<file path="config.mk">
export PLATFORM = sky130hd
export DESIGN_NAME = pi_mem_bridge
export DESIGN_NICKNAME = d
export VERILOG_FILES = /design/src/rtl/pi_mem_bridge.sv
export SDC_FILE = /design/constraint.sdc
export NUM_CORES = 1
export LEC_CHECK = 0
export ABC_AREA = 1
export BUFFER_PORTS_ARGS = -buffer_cell sky130_fd_sc_hd__buf_2
export CAP_MARGIN = 20
export CORE_MARGIN = 1
export CORE_UTILIZATION = 30
export DETAILED_ROUTE_END_ITERATION = 6
export GPL_TIMING_DRIVEN = 0
export PLACE_DENSITY = 0.52
export SLEW_MARGIN = 20
export SYNTH_ARGS = -nofsm -noshare
export SYNTH_HDL_FRONTEND = slang
export SYNTH_SLANG_ARGS = --single-unit
</file>
<file path="constraint.sdc">
create_clock -name clk -period 2.3 [get_ports clk]
set_clock_uncertainty 0.2 [all_clocks]
set_input_delay 0.23 -clock clk [delete_from_list [all_inputs] [get_ports clk]]
set_output_delay 0.23 -clock clk [all_outputs]
set_load 0.01 [all_outputs]
</file>
<file path="src/rtl/pi_mem_bridge.sv">
// Bridges SPI-domain byte access strobes into clk-domain req/ack memory transactions.
// One transaction per pi_act pulse. Read data is held on pi_dati until the next read completes.
module pi_mem_bridge #(
    parameter int TOUT_CYC = 32,
    parameter int SYNC_LEN = 2
) (
    input  logic        clk,
    input  logic        rst,
    input  logic        pi_act,
    input  logic        pi_oe,
    input  logic        pi_we,
    input  logic [31:0] pi_addr,
    input  logic [7:0]  pi_dato,
    output logic [7:0]  pi_dati,
    output logic        mem_req,
    output logic        mem_we,
    output logic [1:0]  mem_dst,
    output logic [22:0] mem_addr,
    output logic [7:0]  mem_dato,
    input  logic        mem_ack,
    input  logic [7:0]  mem_dati,
    output logic        tout_err,
    output logic [7:0]  ovr_ctr
);

    localparam int CW = (TOUT_CYC > 1) ? $clog2(TOUT_CYC) : 1;
    localparam logic [CW-1:0] TOUT_LAST = CW'(TOUT_CYC - 1);

    typedef enum logic [1:0] {
        S_IDLE = 2'd0,
        S_REQ  = 2'd1,
        S_DONE = 2'd2
    } state_t;

    state_t              state_q;
    logic [SYNC_LEN-1:0] act_sync_q;
    logic                act_d_q;
    logic [CW-1:0]       tout_cnt_q;
    logic                ovr_seen_q;
    logic [7:0]          pi_dati_q;
    logic                mem_req_q;
    logic                mem_we_q;
    logic [1:0]          mem_dst_q;
    logic [22:0]         mem_addr_q;
    logic [7:0]          mem_dato_q;
    logic                tout_err_q;
    logic [7:0]          ovr_ctr_q;

    logic act_s;
    logic act_rise;
    logic req_ok_d;
    logic unused_addr_hi;

    assign act_s    = act_sync_q[SYNC_LEN-1];
    assign act_rise = act_s & ~act_d_q;
    // Only a single-direction command to PRG/CHR/SRM becomes an arbiter request.
    assign req_ok_d = (pi_oe ^ pi_we) && (pi_addr[24:23] != 2'd3);
    assign unused_addr_hi = ^pi_addr[31:25];

    // NOTE: every register here is clocked state, so it is written only with <=;
    // blocking assignments would make the result depend on statement order.
    always_ff @(posedge clk or posedge rst) begin
        if (rst) begin
            act_sync_q <= '0;
            act_d_q    <= 1'b0;
        end else begin
            act_sync_q <= {act_sync_q[SYNC_LEN-2:0], pi_act};
            act_d_q    <= act_s;
        end
    end

    always_ff @(posedge clk or posedge rst) begin
        if (rst) begin
            state_q    <= S_IDLE;
            tout_cnt_q <= '0;
            ovr_seen_q <= 1'b0;
            pi_dati_q  <= 8'hFF;
            mem_req_q  <= 1'b0;
            mem_we_q   <= 1'b0;
            mem_dst_q  <= 2'd0;
            mem_addr_q <= 23'd0;
            mem_dato_q <= 8'd0;
            tout_err_q <= 1'b0;
            ovr_ctr_q  <= 8'd0;
        end else begin
            case (state_q)
                S_IDLE: begin
                    if (act_rise) begin
                        if (req_ok_d) begin
                            mem_req_q  <= 1'b1;
                            mem_we_q   <= pi_we;
                            mem_dst_q  <= pi_addr[24:23];
                            mem_addr_q <= pi_addr[22:0];
                            mem_dato_q <= pi_dato;
                            tout_cnt_q <= '0;
                            ovr_seen_q <= 1'b0;
                            state_q    <= S_REQ;
                        end else begin
                            state_q <= S_DONE;
                        end
                    end
                end
                S_REQ: begin
                    // The strobe dropping early is counted once, but the access still finishes.
                    if (!act_s && !ovr_seen_q) begin
                        ovr_seen_q <= 1'b1;
                        if (ovr_ctr_q != 8'hFF) begin
                            ovr_ctr_q <= ovr_ctr_q + 8'd1;
                        end
                    end
                    if (mem_ack) begin
                        mem_req_q <= 1'b0;
                        if (!mem_we_q) begin
                            pi_dati_q <= mem_dati;
                        end
                        state_q <= S_DONE;
                    end else if (tout_cnt_q == TOUT_LAST) begin
                        mem_req_q  <= 1'b0;
                        tout_err_q <= 1'b1;
                        if (!mem_we_q) begin
                            pi_dati_q <= 8'hFF;
                        end
                        state_q <= S_DONE;
                    end else begin
                        tout_cnt_q <= tout_cnt_q + 1'b1;
                    end
                end
                S_DONE: begin
                    if (!act_s) begin
                        state_q <= S_IDLE;
                    end
                end
                default: state_q <= S_IDLE;
            endcase
        end
    end

    assign pi_dati  = pi_dati_q;
    assign mem_req  = mem_req_q;
    assign mem_we   = mem_we_q;
    assign mem_dst  = mem_dst_q;
    assign mem_addr = mem_addr_q;
    assign mem_dato = mem_dato_q;
    assign tout_err = tout_err_q;
    assign ovr_ctr  = ovr_ctr_q;

endmodule

</file>
==> qor.log, run 1 <==
[routing] 1st-pass router iterations 4
[finish] fill cell instance count of the final layout 873
[synthesis] area fraction in compound gates after synthesis 0.0219
[cts] buffer depth of the longest clock path 2
[sta] setup violators final 0
[floorplan] height of the die 96.6 um
[floorplan] Std-Cell Rows 34
[global_route] overall overflow remaining after global route 0
[place] dpl cells 526
[synthesis] Yosys Warn Count 0
[floorplan] placeable core region 8680 um2
[cts] Num CTS Buffers 9
[sta] Slew Limit Fails 0
[power] Max IR drop VDD 0.513 mV
[floorplan] top-level port count 106
[routing] post-route DRC violation count 0
[sta] pin slew with the least headroom to its limit 0.288 ns
[sta] Max Clock Freq 470 MHz
[finish] ratio of cells with drive above 1 in the final layout 0.303
[routing] Avg Vias per Cell 4.30
[routing] drt first-iter violations 80
[worst_setup_path] Reg2Reg Setup Slack 0.17 ns
[place] routability congestion estimate from global placement 0.686
[worst_setup_path] startpoint kind of the worst setup timing path flip-flop
[finish] number of antenna diodes 0
[floorplan] Die X 96.6 um
[routing] Total Wirelength 6530 um
[synthesis] net count of the mapped netlist 376
[global_route] antenna violations before repair 0
[sta] hold violation count in the final report 0
[worst_setup_path] arrival time at the worst endpoint 2.19 ns
[finish] final non-filler cell total 587
[synthesis] fraction of the mapped netlist area in adder cells 0.0140
[sta] worst hold margin 0.0375 ns
[worst_setup_path] critical path peak fanout 10
[finish] Area growth syn-to-layout 49.7%
[synthesis] Post-Synthesis Mean Instance Area 8.41 um2
[routing] count of nets left with antenna violations after detail routing 0
[synthesis] synthesized instance count 319
[synthesis] dominant combinational cell family by area after synthesis simple AND/OR/NAND/NOR gates
[power] leakage power of the design 0.00222 uW
[job] Max Cap Violations 0
[synthesis] simple-gate share of the synthesized area 0.316
[synthesis] fraction of synthesized cell area in xor and xnor cells 0.0131
[run_status] status complete, no violations
[cts] TritonCTS clock tree done
[synthesis] sequential fraction of the synthesis area 0.591
[routing] vias post-DR 2523
[synthesis] mux share of post-synthesis cell area 0
[worst_setup_path] Worst Path Class, Setup reg2reg
[sta] unrepaired setup endpoints after global routing yes
[synthesis] count of unique library cells instantiated by Yosys 23
[cts] H-tree depth 3
[worst_setup_path] Crit. End Element flip-flop
[global_route] maximum number of pins on one net before global-route repair 45
[global_route] number of global-route vias before repair 2462
[cts] TritonCTS Sinks 63
[synthesis] synthesized flop and latch total 63
[floorplan] die area 9330 um2
[cts] Root Buffer sky130_fd_sc_hd__clkbuf_8
[global_route] global-route wire length before repair 11100 um
[finish] nets@finish 531
[floorplan] starting density of the core 0.309
[power] power density relative to cell area 1090 nW/um2
[sta] crit path time final 2.13 ns
[min_path] class of the worst hold path in2reg
[global_route] total global-route track usage 0.157
[sta] share of the clock period used by the worst path 0.926
[routing] Routed wire per std cell 11.1 um
[sta] remaining max-slew budget at the tightest pin 0.808
[place] hpwl dp 4360 um
[synthesis] Mapped Area 2680 um2
[cts] Worst-Skew Late Latency 0.33 ns
[worst_setup_path] Data required, critical path 2.36 ns
[place] I/O Buffers 98
[cts] Worst-path clk slew 0.07 ns
[logic make-up (layout without fill, tap and decap cells)]
group,count (synthesis),in the layout
XOR/XNOR,4,4
AND/OR/NAND/NOR,211,211
AO/OA/AOI/OAI,11,11
adder cells (fa/ha/maj),3,3
flip-flops,63,63
buffers and inverters,27,187
[routing by layer]
metal / GRT usage / routed length (um)
met5: 0 / 0
met4: 0.0441 / 57
met3: 0.0595 / 409
met2: 0.259 / 3150
met1: 0.191 / 2910
[timing repair]
action / 4_1_cts / 5_1_grt
setup endpoints to repair: 0 / 45
hold endpoints to repair: 98 / 0
gates resized for setup: 0 / 10
setup buffers: 0 / 1
hold buffers: 44 / 0
[worst max-delay path, stage by stage, from the launching register on]
cell	delay (ns)
sky130_fd_sc_hd__dfrtp_1	0.42
sky130_fd_sc_hd__ha_1	0.23
sky130_fd_sc_hd__nand2_1	0.09
sky130_fd_sc_hd__nor2_1	0.05
sky130_fd_sc_hd__ha_1	0.21
sky130_fd_sc_hd__nor2_4	0.15
sky130_fd_sc_hd__nand2_1	0.10
sky130_fd_sc_hd__nand2_2	0.12
sky130_fd_sc_hd__inv_2	0.06
sky130_fd_sc_hd__nand2_4	0.11
sky130_fd_sc_hd__buf_4	0.19
sky130_fd_sc_hd__nand2_1	0.06
sky130_fd_sc_hd__nand2_1	0.06
[where the power goes]
part,leakage (uW),internal [uW],switching [uW],total (uW)
Clock,0.0000993,536,455,991
Combinational,0.00133,651,889,1540
Sequential,0.000784,1580,257,1840
[registers in the layout (all words and copies together), names as in the netlist]
name and count:
mem_req 1, mem_dst 2, mem_dato 8, tout_err 1
tout_cnt_q 5, ovr_seen_q 1, mem_addr 23, ovr_ctr 8
state_q 2, pi_dati 8, mem_we 1, act_d_q 1
act_sync_q 2
[synth_stat cells]
library cell | n | area, um2
sky130_fd_sc_hd__nand2_2 | 2 | 12.5
sky130_fd_sc_hd__nand2_4 | 1 | 11.3
sky130_fd_sc_hd__buf_4 | 3 | 22.5
sky130_fd_sc_hd__clkinv_1 | 1 | 3.75
sky130_fd_sc_hd__a31o_2 | 1 | 8.76
sky130_fd_sc_hd__ha_1 | 3 | 37.5
sky130_fd_sc_hd__o21ai_0 | 9 | 45.0
sky130_fd_sc_hd__nand3_1 | 9 | 45.0
sky130_fd_sc_hd__dfstp_2 | 8 | 210
sky130_fd_sc_hd__nor2_1 | 24 | 90.1
sky130_fd_sc_hd__inv_2 | 2 | 7.51
sky130_fd_sc_hd__nor2_4 | 1 | 11.3
sky130_fd_sc_hd__xnor2_1 | 4 | 35.0
sky130_fd_sc_hd__nand4_1 | 5 | 31.3
sky130_fd_sc_hd__or2_2 | 1 | 6.26
sky130_fd_sc_hd__nand3b_1 | 1 | 7.51
sky130_fd_sc_hd__inv_1 | 17 | 63.8
sky130_fd_sc_hd__a21oi_1 | 1 | 5.00
sky130_fd_sc_hd__nor3_1 | 1 | 5.00
sky130_fd_sc_hd__nand2_1 | 164 | 616
sky130_fd_sc_hd__buf_2 | 4 | 20.0
sky130_fd_sc_hd__nor2_2 | 2 | 12.5
sky130_fd_sc_hd__dfrtp_1 | 55 | 1380
[final cells by class]
cell class	instances	area [um2]	area share
buffer	7	53.8	0.0134
clock buffer	10	138	0.0343
clock inverter	6	67.6	0.0168
inverter	20	77.6	0.0193
multi-input combinational	229	992	0.247
sequential	63	1590	0.395
tap	108	135	0.0336
timing repair buffer	144	966	0.240
[through the flow]
| step | setup WS (ns) | instance area (um2) | utilization | total power (uW) | setup TNS, ns |
|---|---|---|---|---|---|
| 6_report | 0.171 | 4020 | 0.463 | 4370 | 0 |
| 3_5_place_dp | 0.0415 | 3340 | 0.385 | 3340 | 0 |
| 4_1_cts | 0.0387 | 3990 | 0.459 | 4420 | 0 |
| 3_3_place_gp | -0.658 | 3310 | 0.381 | 3290 | -36.23 |
| 2_1_floorplan | 0.313 | 2680 | - | 2710 | 0 |
| 5_1_grt | -0.0202 | 4020 | 0.463 | 4760 | -0.0949 |
[path summary, 6_finish.rpt]
path | from | end | cells past startpoint
setup / recovery | tout_cnt_q[0] | mem_dato[2] | 12
setup reg to reg | tout_cnt_q[0] | mem_dato[2] | 12
hold / removal | mem_ack | tout_cnt_q[4] | 4
min in group asynchronous | rst | mem_addr[6] | 3
hold reg to reg | act_sync_q[0] | act_sync_q[1] | 0
max in group asynchronous | rst | pi_dati[7] | 4
[cell usage in the layout, fill, tap and decap left out, types with 4 or more instances in the layout]
cell / Yosys / layout
sky130_fd_sc_hd__dfrtp_1: 55 / 55
sky130_fd_sc_hd__buf_4: 3 / 5
sky130_fd_sc_hd__o21ai_0: 9 / 9
sky130_fd_sc_hd__dfstp_2: 8 / 8
sky130_fd_sc_hd__buf_2: 4 / 99
sky130_fd_sc_hd__clkbuf_8: 0 / 10
sky130_fd_sc_hd__inv_1: 17 / 16
sky130_fd_sc_hd__nand2_1: 164 / 163
sky130_fd_sc_hd__dlygate4sd3_1: 0 / 44
sky130_fd_sc_hd__nor2_1: 24 / 22
sky130_fd_sc_hd__nand3_1: 9 / 9
sky130_fd_sc_hd__nand4_1: 5 / 5
sky130_fd_sc_hd__xnor2_1: 4 / 4
No activity file was read; power rests on OpenSTA's default activity.
==> run 2, diff against run 1 <==
==> constraint.sdc (replaced) <==
create_clock -name clk -period 2.3 [get_ports clk]
set_clock_uncertainty 0.2 [all_clocks]
set_input_delay 0 -clock clk [delete_from_list [all_inputs] [get_ports clk]]
set_output_delay 0 -clock clk [all_outputs]
set_load 0.01 [all_outputs]
==> run 2 against run 1 <==
Worst hold slack better by 0.084 ns. Largest power group unchanged. First-iteration DRC count up 13%. Non-clock buffer count up 10. Utilization increased by 1.2 points. Maximum frequency down 0.19%.
==> qor.log, run 2 (synthesized netlist as in run 1, its figures left out) <==
[sta] Slew Limit Fails 0 [unchanged]
[finish] nets@finish 541 [+1.9%]
[routing] count of nets left with antenna violations after detail routing 0 [unchanged]
[job] Max Cap Violations 0 [unchanged]
[routing] Total Wirelength 6620 um [+1.4%]
[worst_setup_path] worst-path cell with the longest stage delay sky130_fd_sc_hd__dfrtp_1
[worst_setup_path] Reg2Reg Setup Slack 0.17 ns [about the same]
[floorplan] Std-Cell Rows 34 [unchanged]
[routing] post-route DRC violation count 0 [unchanged]
[sta] share of the clock period used by the worst path 0.928 [+0.00176]
[worst_setup_path] startpoint kind of the worst setup timing path flip-flop
[worst_setup_path] reg-to-reg endpoint mem_dato[2]
[routing] Routed wire per std cell 11.1 um [-0.26%]
[cts] H-tree depth 3 [unchanged]
[floorplan] Die X 96.6 um [unchanged]
[worst_setup_path] critical path peak fanout 10 [unchanged]
[worst_setup_path] Crit. End Element flip-flop
[global_route] global-route wire length before repair 11400 um [+2.2%]
[place] Post-Place Cell Area 3340 um2 [unchanged]
[finish] share of the core filled with cells in the final layout 0.474 [+0.0115]
[sta] pin slew with the least headroom to its limit 0.291 ns [+0.00233 ns]
[sta] final-layout setup total negative slack 0 ns [unchanged]
[power] power density relative to cell area 1060 nW/um2 [-2.1%]
[floorplan] height of the die 96.6 um [unchanged]
[worst_setup_path] Data required, critical path 2.36 ns [about the same]
[worst_setup_path] arrival time at the worst endpoint 2.20 ns [about the same]
[finish] final instance area 4120 um2 [+2.5%]
[global_route] number of global-route vias before repair 2551 [+3.6%]
[sta] remaining max-slew budget at the tightest pin 0.806 [-0.00155]
[sta] Max Clock Freq 469 MHz [-0.19%]
[worst_setup_path] cell chain of the critical path ha_1 -> nand2_1 -> nor2_1 -> ha_1 -> nor2_4 -> nand2_1 -> nand2_2 -> inv_2 -> nand2_4 -> buf_4 -> nand2_1 -> nand2_1
[floorplan] die area 9330 um2 [unchanged]
[routing] vias post-DR 2577 [+2.1%]
[finish] number of flip-flops under the largest register name 23 [unchanged]
[routing] 1st-pass router iterations 4 [unchanged]
[min_path] hold path start pi_act
[global_route] maximum number of pins on one net before global-route repair 45 [unchanged]
[sta] unrepaired setup endpoints after global routing yes
[cts] Worst-path clk slew 0.07 ns [about the same]
[floorplan] starting density of the core 0.309 [unchanged]
[global_route] antenna violations before repair 0 [unchanged]
[finish] number of antenna diodes 0 [unchanged]
[worst_setup_path] Reg-to-Reg Start tout_cnt_q[0]
[global_route] total global-route track usage 0.160 [+0.00301]
[power] Max IR drop VDD 0.513 mV [about the same]
[floorplan] top-level port count 106 [unchanged]
[finish] Area growth syn-to-layout 53.4%
[cts] TritonCTS Sinks 63 [unchanged]
[global_route] overall overflow remaining after global route 0 [unchanged]
[routing] drt first-iter violations 90 [+13%]
[power] leakage power of the design 0.00227 uW [+2.3%]
[cts] buffer depth of the longest clock path 2 [unchanged]
[sta] hold violation count in the final report 0 [unchanged]
[sta] crit path time final 2.13 ns [+0.00405 ns]
[cts] Root Buffer sky130_fd_sc_hd__clkbuf_8
[min_path] count of cells along the worst hold path 2 [-2]
[sta] setup violators final 0 [unchanged]
[min_path] Worst Hold Path EP act_sync_q[0]
[finish] most common library cell in the layout ignoring fill and taps sky130_fd_sc_hd__nand2_1
[sta] worst hold margin 0.122 ns [+0.0841 ns]
[worst_setup_path] worst-case reg-to-reg path depth 12 [unchanged]
[routing] Avg Vias per Cell 4.32 [+0.43%]
[cts] Worst-Skew Late Latency 0.33 ns [about the same]
[finish] most frequent cells in the layout sky130_fd_sc_hd__nand2_1 (163), sky130_fd_sc_hd__buf_2 (99), sky130_fd_sc_hd__dfrtp_1 (55)
[worst_setup_path] CP most frequent cell sky130_fd_sc_hd__nand2_1
[place] hpwl dp 4360 um [unchanged]
[worst_setup_path] Worst Path Class, Setup reg2reg
[worst_setup_path] CP max stage delay 0.42 ns [about the same]
[min_path] class of the worst hold path in2reg
[run_status] status complete, no violations
[place] routability congestion estimate from global placement 0.686 [unchanged]
[cts] TritonCTS clock tree done
[floorplan] placeable core region 8680 um2 [unchanged]
[place] I/O Buffers 98 [unchanged]
[finish] ratio of cells with drive above 1 in the final layout 0.297 [-0.00619]
[power] Total Power 4380 uW [+0.30%]
[cts] Num CTS Buffers 9 [unchanged]
run 2: cell types whose count changed in the layout (fill, tap and decap cells not counted):
cell                            change
sky130_fd_sc_hd__dlygate4sd3_1     +10
run 2: what timing repair did:
action | in CTS | in global routing
endpoints found under the setup margin | 0 | 45
endpoints found under the hold margin | 113 | 0
buffers inserted | 0 | 1
hold buffers | 54 | 0
gates resized for setup | 0 | 10
run 2: worst max path at each step:
| stage | startpoint | to | slack (ns) | depth (start not counted) |
|---|---|---|---|---|
| after floorplan | tout_cnt_q[0] | mem_req | 0.34 | 11 |
| after global placement | rst | tout_cnt_q[3] | -0.43 | 2 |
| after detailed placement | tout_cnt_q[0] | mem_addr[8] | 0.04 | 12 |
| after CTS | tout_cnt_q[0] | mem_dato[2] | 0.04 | 12 |
| after global routing | tout_cnt_q[0] | mem_addr[16] | -0.02 | 12 |
| final | tout_cnt_q[0] | mem_dato[2] | 0.17 | 12 |
run 2: report_power, final:
part | switching (uW) | leakage, uW | total, uW | internal (uW)
Combinational | 891 | 0.00139 | 1550 | 662
Sequential | 256 | 0.000784 | 1840 | 1580
Clock | 455 | 0.0000993 | 990 | 536
Total | 1600 | 0.00227 | 4380 | 2780
run 2: metal layers:
| layer | track usage | share of wire | up-vias |
|---|---|---|---|
| li1 | - | - | 1311 |
| met1 | 0.192 | 0.44 | 1181 |
| met2 | 0.268 | 0.49 | 81 |
| met3 | 0.0595 | 0.063 | 4 |
| met4 | 0.0441 | 0.0086 | 0 |
| met5 | 0 | 0 | - |
run 2: area by class of cell:
cell class / instances / area, um2
multi-input cells: 229 / 992
flip-flops and latches: 63 / 1590
fillers: 866 / 4560
clock buffers: 10 / 138
well taps: 108 / 135
inverters: 20 / 77.6
repair buffers: 154 / 1070
clock inverters: 6 / 67.6
plain buffers: 7 / 53.8
run 2: metrics by stage:
stage          cells  worst slack (ns)
2_1_floorplan    319             0.340
3_3_place_gp     525            -0.428
3_5_place_dp     526            0.0415
4_1_cts          596            0.0387
5_1_grt          597           -0.0202
6_report         597             0.167
run 2: critical path: cells and delay by family (launching register included):
kind / cells / cell delay (ns)
and+or+nand+nor: 8 / 0.75
adders and majority gates: 2 / 0.44
DFF: 1 / 0.42
buffers and inverters: 2 / 0.25
